$ cat config.mk
export PLATFORM = sky130hd
export DESIGN_NAME = i2c_master_rx_fifo
export DESIGN_NICKNAME = d
export VERILOG_FILES = /design/src/rtl/i2c_pkg.sv /design/src/rtl/i2c_byte_fifo.sv /design/src/rtl/i2c_master_rx_fifo.sv
export SDC_FILE = /design/constraint.sdc
export NUM_CORES = 1
export LEC_CHECK = 0
export CAP_MARGIN = 20
export CORE_ASPECT_RATIO = 1.75
export CORE_MARGIN = 4
export CORE_UTILIZATION = 35
export DETAILED_ROUTE_END_ITERATION = 12
export GPL_TIMING_DRIVEN = 0
export HOLD_SLACK_MARGIN = 0.03
export PLACE_DENSITY_LB_ADDON = 0.3
export SYNTH_ARGS = -nofsm -noshare
export SYNTH_HDL_FRONTEND = slang
export SYNTH_SLANG_ARGS = --single-unit
$ cat constraint.sdc
create_clock -name clock -period 4.1 [get_ports clock]
set_clock_uncertainty 0.2 [all_clocks]
set_input_delay 0.82 -clock clock [delete_from_list [all_inputs] [get_ports clock]]
set_output_delay 0.82 -clock clock [all_outputs]
set_load 0.02 [all_outputs]
$ cat src/rtl/i2c_pkg.sv
// Shared types and widths for the I2C receive path: assembler state encoding
// and byte/statistics widths.
package i2c_pkg;

  localparam int I2C_BYTE_W = 8;
  localparam int I2C_STAT_W = 16;

  typedef enum logic [1:0] {
    ASM_IDLE  = 2'd0,
    ASM_SHIFT = 2'd1,
    ASM_FULL  = 2'd2,
    ASM_BAD   = 2'd3
  } asm_state_t;

endpackage

$ cat src/rtl/i2c_byte_fifo.sv
// DEPTH x 8 synchronous FIFO with registered first-word-fall-through head,
// synchronous clear, occupancy count and full flag.
module i2c_byte_fifo
  import i2c_pkg::*;
#(
  parameter int DEPTH = 4,
  localparam int ADDR_W = $clog2(DEPTH)
) (
  input  logic                  clock,
  input  logic                  reset_n,
  input  logic                  clear,
  input  logic                  push,
  input  logic [I2C_BYTE_W-1:0] wdata,
  input  logic                  pop,
  output logic [I2C_BYTE_W-1:0] rdata,
  output logic                  valid,
  output logic [ADDR_W:0]       count,
  output logic                  full,
  output logic                  accepted
);

  logic [I2C_BYTE_W-1:0] mem [DEPTH];
  logic [ADDR_W-1:0]     wr_ptr;
  logic [ADDR_W-1:0]     rd_ptr;
  logic [ADDR_W-1:0]     rd_next;
  logic [ADDR_W:0]       count_next;
  logic                  do_pop;
  logic                  do_push;

  // A push into a full FIFO is still accepted when the head leaves this cycle.
  assign do_pop     = pop && valid;
  assign do_push    = push && (!full || do_pop);
  assign accepted   = do_push;
  assign rd_next    = rd_ptr + ADDR_W'(do_pop);
  assign count_next = count + (ADDR_W+1)'(do_push) - (ADDR_W+1)'(do_pop);

  always_ff @(posedge clock) begin
    if (do_push && !clear) mem[wr_ptr] <= wdata;
  end

  always_ff @(posedge clock or negedge reset_n) begin
    if (!reset_n) begin
      wr_ptr <= '0;
      rd_ptr <= '0;
      count  <= '0;
      valid  <= 1'b0;
      full   <= 1'b0;
      rdata  <= '0;
    end else if (clear) begin
      wr_ptr <= '0;
      rd_ptr <= '0;
      count  <= '0;
      valid  <= 1'b0;
      full   <= 1'b0;
      rdata  <= '0;
    end else begin
      if (do_push) wr_ptr <= wr_ptr + ADDR_W'(1);
      rd_ptr <= rd_next;
      count  <= count_next;
      valid  <= (count_next != '0);
      full   <= (count_next == (ADDR_W+1)'(DEPTH));
      // New head is either the byte being written into the head slot or memory.
      if (do_push || do_pop)
        rdata <= (do_push && (wr_ptr == rd_next)) ? wdata : mem[rd_next];
    end
  end

endmodule

$ cat src/rtl/i2c_master_rx_fifo.sv
// Serial-to-byte assembler feeding a small FIFO; drops and flags malformed,
// errored and overflowing bytes. Optional statistics under I2C_RX_STATS_EN.
module i2c_master_rx_fifo
  import i2c_pkg::*;
#(
  parameter int DEPTH = 4,
  localparam int ADDR_W = $clog2(DEPTH)
) (
  input  logic                  clock,
  input  logic                  reset_n,
  input  logic                  bit_data,
  input  logic                  bit_load,
  input  logic                  byte_finish,
  input  logic                  byte_error,
  input  logic                  clear,
  output logic [I2C_BYTE_W-1:0] rd_data,
  output logic                  rd_valid,
  input  logic                  rd_ready,
  output logic [ADDR_W:0]       count,
  output logic                  full,
  output logic                  overflow,
  output logic                  frame_error,
`ifdef I2C_RX_STATS_EN
  output logic [I2C_STAT_W-1:0] byte_count,
  output logic [I2C_STAT_W-1:0] drop_count,
`endif
  output logic [1:0]            asm_state
);

  asm_state_t            state, state_l, state_n;
  logic [3:0]            bit_cnt, cnt_l, cnt_n;
  logic [I2C_BYTE_W-1:0] shift, shift_l;
  logic                  push_req;
  logic                  frame_drop;
  logic                  accepted;
  logic                  ovf_drop;

  always_ff @(posedge clock or negedge reset_n) begin
    if (!reset_n) begin
      state   <= ASM_IDLE;
      bit_cnt <= '0;
      shift   <= '0;
    end else if (clear) begin
      state   <= ASM_IDLE;
      bit_cnt <= '0;
      shift   <= '0;
    end else begin
      state   <= state_n;
      bit_cnt <= cnt_n;
      shift   <= shift_l;
    end
  end

  // The load is applied first; finish then judges the post-load state.
  always_comb begin
    state_l = state;
    cnt_l   = bit_cnt;
    shift_l = shift;
    if (bit_load) begin
      shift_l = {shift[I2C_BYTE_W-2:0], bit_data};
      cnt_l   = (bit_cnt > 4'd8) ? bit_cnt : bit_cnt + 4'd1;
      unique case (state)
        ASM_IDLE:  state_l = ASM_SHIFT;
        ASM_SHIFT: state_l = (cnt_l == 4'd8) ? ASM_FULL : ASM_SHIFT;
        ASM_FULL:  state_l = ASM_BAD;
        ASM_BAD:   state_l = ASM_BAD;
        default:   state_l = ASM_BAD;
      endcase
    end
    push_req   = byte_finish && (state_l == ASM_FULL) && !byte_error;
    frame_drop = byte_finish && !push_req;
    state_n    = byte_finish ? ASM_IDLE : state_l;
    cnt_n      = byte_finish ? 4'd0 : cnt_l;
  end

  assign asm_state = state;
  assign ovf_drop  = push_req && !accepted;

  i2c_byte_fifo #(.DEPTH(DEPTH)) u_fifo (
    .clock    (clock),
    .reset_n  (reset_n),
    .clear    (clear),
    .push     (push_req),
    .wdata    (shift_l),
    .pop      (rd_ready),
    .rdata    (rd_data),
    .valid    (rd_valid),
    .count    (count),
    .full     (full),
    .accepted (accepted)
  );

  always_ff @(posedge clock or negedge reset_n) begin
    if (!reset_n) begin
      overflow    <= 1'b0;
      frame_error <= 1'b0;
    end else if (clear) begin
      overflow    <= 1'b0;
      frame_error <= 1'b0;
    end else begin
      if (ovf_drop)   overflow    <= 1'b1;
      if (frame_drop) frame_error <= 1'b1;
    end
  end

`ifdef I2C_RX_STATS_EN
  always_ff @(posedge clock or negedge reset_n) begin
    if (!reset_n) begin
      byte_count <= '0;
      drop_count <= '0;
    end else if (clear) begin
      byte_count <= '0;
      drop_count <= '0;
    end else begin
      if (accepted && byte_count != '1) byte_count <= byte_count + 1'b1;
      if ((ovf_drop || frame_drop) && drop_count != '1) drop_count <= drop_count + 1'b1;
    end
  end
`endif

endmodule

## Word-level counts from Yosys, hierarchy flattened

Memories as Yosys holds them, arrays and structs flattened.
Index checks and enable logic that the tools add are counted.

| operators by class | value |
|---|---|
| add/sub/neg operators | 5 |
| $lt $le $gt $ge | 1 |
| equal/unequal tests | 7 |
| muxes and demuxes | 26 |
| reduce and logical (&&, ||, !) cells | 23 |

Operators with widths:

| kind | number |
|---|---|
| two-way mux 8 bit | 5 |
| two-way mux 4 bit | 4 |
| two-way mux 2 bit | 7 |
| logical AND 1 bit | 8 |
| two-way mux 1 bit | 8 |
| nonzero test 2 bit | 4 |
| equality test 2 bit, second input constant | 3 |
| one-hot mux 2 bit (3 select lines) | 1 |
| nonzero test 3 bit | 2 |
| logical NOT 1 bit | 5 |
| adder 4 x 1 -> 4 bit, second input constant | 1 |
| equality test 4 bit, second input constant | 1 |
| > comparator 4 bit, second input constant | 1 |
| adder 3 x 1 -> 3 bit | 1 |
| equality test 3 bit, second input constant | 1 |
| two-way mux 3 bit | 1 |
| subtractor 3 x 1 -> 3 bit | 1 |
| adder 2 x 1 -> 2 bit | 1 |
| adder 2 x 1 -> 2 bit, second input constant | 1 |
| equality test 2 x 1 -> 1 bit, second input constant | 1 |
| equality test 2 bit | 1 |
| logical NOT 2 bit | 1 |
| logical OR 1 bit | 2 |
| OR reduction 2 bit | 1 |

| storage, ports and cells | value |
|---|---|
| bits in registers | 33 |
| bits in writable memories | 32 |
| bits of input ports | 8 |
| output and inout bits | 17 |
| word-level logic and storage cells | 74 |
| memories kept | 1 |

Memory list:

| memory | depth | bits a word | rd ports | clocked after memory_dff | write ports | RTL line | text |
|---|---|---|---|---|---|---|---|
| u_fifo.mem | 4 | 8 | 1 | 0 | 1 | i2c_byte_fifo.sv:22 | `logic [I2C_BYTE_W-1:0] mem [DEPTH];` |

## Longest topological paths before layout

| depth | value |
|---|---|
| word-level depth | 14 |
| depth in mapped cells | 15 |
| gate-level depth less buffers | 14 |

## Modules after synthesis

From an unflattened synthesis, not the netlist that was laid out.

| second synthesis, totals | value |
|---|---|
| cell total of the unflattened synthesis | 212 |
| area total of the unflattened synthesis | 3000.4 um^2 |

By module, submodules not included:

| module | instances | cells an instance | area an instance (um^2) | seq. area each (um^2) |
|---|---|---|---|---|
| i2c_byte_fifo | 1 | 136 | 2170.8 | 1386.3 |
| i2c_master_rx_fifo | 1 | 76 | 829.5 | 400.4 |

## Worst setup path after synthesis

Ideal clock, no wire load.

| path | value |
|---|---|
| path kind | in2reg |
| start point | input bit_load |
| end point | register u_fifo.full |
| setup time | 66 ps |
| arrival time | 3203 ps |
| data required time | 3834 ps |
| path slack | 631 ps |
| cell stages on the path | 14 |
| buffers on the path | 2 |
| cells stage by stage | clkbuf_8 -> nand2_1 -> a211o_1 -> a221o_1 -> a21o_2 -> clkbuf_1 -> inv_1 -> ha_1 -> inv_1 -> fa_1 -> xnor2_1 -> or2_2 -> inv_1 -> and3_1 |

| between the ends | value |
|---|---|
| longest elaborated chain between the ends | 9 |

RTL lines:

| what | RTL line | text |
|---|---|---|
| start: declaration | i2c_master_rx_fifo.sv:12 | `input logic bit_load,` |
| two-way mux 2 bit | i2c_master_rx_fifo.sv:59 | `if (bit_load) begin` |
| equality test 2 bit | i2c_master_rx_fifo.sv:70 | `push_req = byte_finish && (state_l == ASM_FULL) && !byte_error;` |
| logical AND 1 bit (2 in a row) | i2c_master_rx_fifo.sv:70 |  |
| logical AND 1 bit | i2c_byte_fifo.sv:32 | `assign do_push = push && (!full \|\| do_pop);` |
| adder 3 x 1 -> 3 bit | i2c_byte_fifo.sv:35 | `assign count_next = count + (ADDR_W+1)'(do_push) - (ADDR_W+1)'(do_pop);` |
| subtractor 3 x 1 -> 3 bit | i2c_byte_fifo.sv:35 |  |
| equality test 3 bit | i2c_byte_fifo.sv:61 | `full <= (count_next == (ADDR_W+1)'(DEPTH));` |
| two-way mux 1 bit | i2c_byte_fifo.sv:49 | `end else if (clear) begin` |
| end signal: assignment | i2c_byte_fifo.sv:61 |  |
| end: declaration | i2c_byte_fifo.sv:18 | `output logic full,` |

No other way between the ends.
A chain may end at the register's enable or synchronous reset.

## Final worst setup path

| path | value |
|---|---|
| start point | register bit_cnt[0] |
| end point | register u_fifo.full |

| between the ends | value |
|---|---|
| longest elaborated chain between the ends | 14 |
| elaborated cells between the ends (all ways) | 15 |
| classes of those cells | 3 x add/sub; 1 x order compare; 3 x eq/ne; 5 x mux; 3 x reduce/logical |

RTL lines:

| what | RTL line | text |
|---|---|---|
| start: declaration | i2c_master_rx_fifo.sv:31 | `logic [3:0] bit_cnt, cnt_l, cnt_n;` |
| start signal: assignment | i2c_master_rx_fifo.sv:49 | `bit_cnt <= cnt_n;` |
| adder 4 x 1 -> 4 bit / > comparator 4 bit (equally long branches) | i2c_master_rx_fifo.sv:61 | `cnt_l = (bit_cnt > 4'd8) ? bit_cnt : bit_cnt + 4'd1;` |
| two-way mux 4 bit * | i2c_master_rx_fifo.sv:61 |  |
| equality test 4 bit * | i2c_master_rx_fifo.sv:64 | `ASM_SHIFT: state_l = (cnt_l == 4'd8) ? ASM_FULL : ASM_SHIFT;` |
| two-way mux 2 bit * | i2c_master_rx_fifo.sv:64 |  |
| one-hot mux 2 bit (3 select lines) * | i2c_master_rx_fifo.sv:62 | `unique case (state)` |
| two-way mux 2 bit * | i2c_master_rx_fifo.sv:59 |  |
| equality test 2 bit * | i2c_master_rx_fifo.sv:70 |  |
| logical AND 1 bit * (2 in a row) | i2c_master_rx_fifo.sv:70 |  |
| logical AND 1 bit * | i2c_byte_fifo.sv:32 |  |
| adder 3 x 1 -> 3 bit * | i2c_byte_fifo.sv:35 |  |
| subtractor 3 x 1 -> 3 bit * | i2c_byte_fifo.sv:35 |  |
| equality test 3 bit * | i2c_byte_fifo.sv:61 |  |
| two-way mux 1 bit * | i2c_byte_fifo.sv:49 |  |

Every way passes the cells marked *; elsewhere a longest branch is shown, timed or not.

==> Flow_metrics.wiki <==
{| class="wikitable"
! Metric !! Value
|-
| RSZ-0062 raised after global routing || no
|-
| Antenna fix cells || 0
|-
| Wire length of the first global-routing pass || 9540 um
|-
| Shortest period the worst path allows || 3.88 ns
|-
| Maximum number of pins on one net before global-route repair || 34
|-
| Synth area leader || sky130_fd_sc_hd__edfxtp_1
|-
| Arrival time of data at the critical path endpoint || 3.95 ns
|-
| Final count of pins violating max slew || 0
|-
| Placer congestion estimate || 0.715
|-
| Share of Yosys cell area claimed by the top area cell type || 0.318
|-
| Area used by sequential logic in the layout || 1790 um2
|-
| Minimum setup slack in the final design || 0.219 ns
|-
| Nature of the critical path startpoint || flip-flop
|-
| Post-CTS Resized || 0
|-
| Worst Setup Slack post-DPL || -0.0413 ns
|-
| Hold buffers post-CTS || 0
|-
| Commonest register cell after synthesis || sky130_fd_sc_hd__dfrtp_1
|-
| Worst Max-Slew Pin Slew || 0.825 ns
|-
| Length of the first detailed-routing pass in iterations || 4
|-
| Final setup TNS || 0 ns
|-
| Worst Path Max Fanout || 7
|-
| Fraction of final layout cells with drive strength greater than 1 || 0.170
|-
| Most common cell in the netlist || sky130_fd_sc_hd__dfrtp_1
|-
| Overall global routing resource usage || 0.128
|-
| Synthesized instance count || 229
|-
| List of most frequent post-synthesis cells || 33 x sky130_fd_sc_hd__dfrtp_1, 32 x sky130_fd_sc_hd__edfxtp_1, 28 x sky130_fd_sc_hd__inv_1
|-
| Die width || 78.3 um
|-
| Die boundary height || 131 um
|-
| Share of synthesized area occupied by flip-flops and latches || 0.591
|-
| EDFF count, synth || 32
|-
| Starting density of the core || 0.361
|-
| Total Wirelength || 5790 um
|-
| Remaining antenna violation count after routing || 0
|-
| Total number of nets in the final design || 284
|-
| Final-report hold violation count || 0
|-
| Core Box Area || 8370 um2
|-
| 1st-iter DRT viols || 96
|-
| Layout Area Growth over Synthesis || 24.4%
|-
| Fill count || 796
|-
| Overall via count from detail_route || 1833
|-
| Total half-perimeter wirelength after legalization and detailed placement || 4150 um
|-
| Worst hold slack || 0.302 ns
|-
| Area enclosed by the die boundary || 10300 um2
|-
| Final Cycle Share || 0.947
|-
| CTS H-tree lvls || 3
|-
| Ports placed on the boundary || 25
|-
| Power density cells || 535 nW/um2
|-
| Result of the run || finished, final reports clean
|-
| Clock Path Buffers || 2
|-
| Aggregate global routing overflow || 0
|-
| Num CTS Buffers || 9
|-
| Critical Path Sink Type || flip-flop
|-
| Relative slew slack || 0.450
|-
| Avg Cell Area, Syn || 13.2 um2
|-
| Insertion delay of the later-clocked pin in the worst-skew pair || 0.33 ns
|-
| CTS tree || yes
|-
| CTS clk-pin slew, worst paths || 0.05 ns
|-
| Worst voltage drop across the vdd grid || 0.266 mV
|-
| Vias/cell || 4.75
|-
| Multi-input logic area || 1090 um2
|-
| Post-Synthesis Net Count || 247
|-
| Clock net sink count || 65
|-
| Top cells by area, synth || sky130_fd_sc_hd__edfxtp_1 32%, sky130_fd_sc_hd__dfrtp_1 27%, sky130_fd_sc_hd__mux4_2 6.0%
|-
| Cell area after synthesis || 3020 um2
|-
| Post-synthesis cell type count || 39
|-
| Vias in the first global route || 1939
|-
| Synthesis-stage register bit count || 65
|-
| Path type of the worst min-delay path || flip-flop to flip-flop
|-
| WL per Instance || 15.0 um
|-
| Count of max-cap constraint violations || 0
|-
| Standby leakage power || 0.00159 uW
|-
| Asr flop ratio synth || 0.508
|-
| Number of antenna violations at the first check in global routing || 0
|-
| DRC violation count after routing || 0
|-
| # port buffers || 23
|-
| Data required time at the worst endpoint || 4.17 ns
|-
| Count of standard-cell rows || 44
|-
| Class of the most critical setup path || flip-flop to flip-flop
|-
| Warnings from Yosys || 0
|-
| Root Buffer Master || sky130_fd_sc_hd__clkbuf_16
|-
| Max Clock Freq || 0.258 GHz
|-
| Final count of negative-setup-slack endpoints || 0
|-
| Post-CTS Repair Setup Buffers || 0
|}
## routing by layer
metal  vias to the layer above  routed length [um]  GRT usage
met1                       915                2300      0.131
met5                         -                   0          0
li1                        879                   -          -
met4                         0                 183     0.0752
met3                        11                 161     0.0425
met2                        28                3140      0.227
## critical path: stages (launching register included)
cell and delay (ns):
sky130_fd_sc_hd__dfrtp_1 0.45, sky130_fd_sc_hd__inv_1 0.10, sky130_fd_sc_hd__ha_1 0.34, sky130_fd_sc_hd__and4bb_4 0.32, sky130_fd_sc_hd__o21ai_0 0.15, sky130_fd_sc_hd__a221o_1 0.48
sky130_fd_sc_hd__a21o_2 0.24, sky130_fd_sc_hd__clkbuf_1 0.22, sky130_fd_sc_hd__inv_1 0.11, sky130_fd_sc_hd__ha_1 0.15, sky130_fd_sc_hd__inv_1 0.05, sky130_fd_sc_hd__fa_1 0.37
sky130_fd_sc_hd__xnor2_1 0.15, sky130_fd_sc_hd__or2_2 0.27, sky130_fd_sc_hd__inv_1 0.06, sky130_fd_sc_hd__and3_1 0.14
## cell usage in the layout (no fill, tap or decap), types with 9 or more instances in the layout
master,n
sky130_fd_sc_hd__ha_1,9
sky130_fd_sc_hd__a21oi_1,11
sky130_fd_sc_hd__clkbuf_16,9
sky130_fd_sc_hd__edfxtp_1,32
sky130_fd_sc_hd__clkdlybuf4s50_1,22
sky130_fd_sc_hd__nor2_1,20
sky130_fd_sc_hd__mux2i_1,10
sky130_fd_sc_hd__inv_1,28
sky130_fd_sc_hd__dfrtp_1,33
## cell families after synthesis
| logic type | count (synthesis) | synth area share |
|---|---|---|
| compound gates | 33 | 0.0732 |
| buf+inv | 38 | 0.0534 |
| mux | 25 | 0.127 |
| simple gates | 51 | 0.0910 |
| xor+xnor | 7 | 0.0203 |
| flops | 65 | 0.591 |
| fa+ha+maj | 10 | 0.0439 |
## path summary, 6_finish.rpt
path                             start               to  slack, ns  cells past startpoint
max                         bit_cnt[0]      u_fifo.full       0.22                     15
min                        frame_error      frame_error       0.30                      2
min in group asynchronous      reset_n     u_fifo.valid       0.36                      1
max reg2reg                 bit_cnt[0]      u_fifo.full       0.22                     15
max in group asynchronous      reset_n  u_fifo.rdata[2]       2.86                      1
min reg2reg                frame_error      frame_error       0.30                      2
## through the flow
| step | instance area (um2) | utilization | power [uW] | cells |
|---|---|---|---|---|
| floorplan | 3020 | - | 1030 | 229 |
| global placement | 3400 | 0.406 | 1160 | 367 |
| detailed placement | 3420 | 0.408 | 1170 | 369 |
| CTS | 3750 | 0.449 | 2040 | 385 |
| global route | 3760 | 0.450 | 2110 | 386 |
| finish | 3760 | 0.450 | 2010 | 386 |
## registers in the layout, indices dropped and copies added, names as in the netlist
name           flops
asm_state          2
bit_cnt            4
frame_error        1
overflow           1
shift              8
u_fifo.count       3
u_fifo.full        1
u_fifo.mem        32
u_fifo.rd_ptr      2
u_fifo.rdata       8
u_fifo.valid       1
u_fifo.wr_ptr      2
## layout make-up
class | count | area share
Tap cell | 115 | 0.0382
Buffer | 10 | 0.0150
Inverter | 28 | 0.0279
Sequential cell | 65 | 0.475
Timing Repair Buffer | 26 | 0.0645
Clock buffer | 10 | 0.0609
Multi-Input combinational cell | 126 | 0.290
Clock inverter | 6 | 0.0286
## report_power, final
group / internal (uW) / leakage [uW] / total (uW) / switching (uW)
sequential: 723 / 0.000724 / 749 / 26.6
combinational: 208 / 0.000702 / 405 / 197
clock: 591 / 0.000162 / 860 / 269
(Power assumes the default switching activity.)
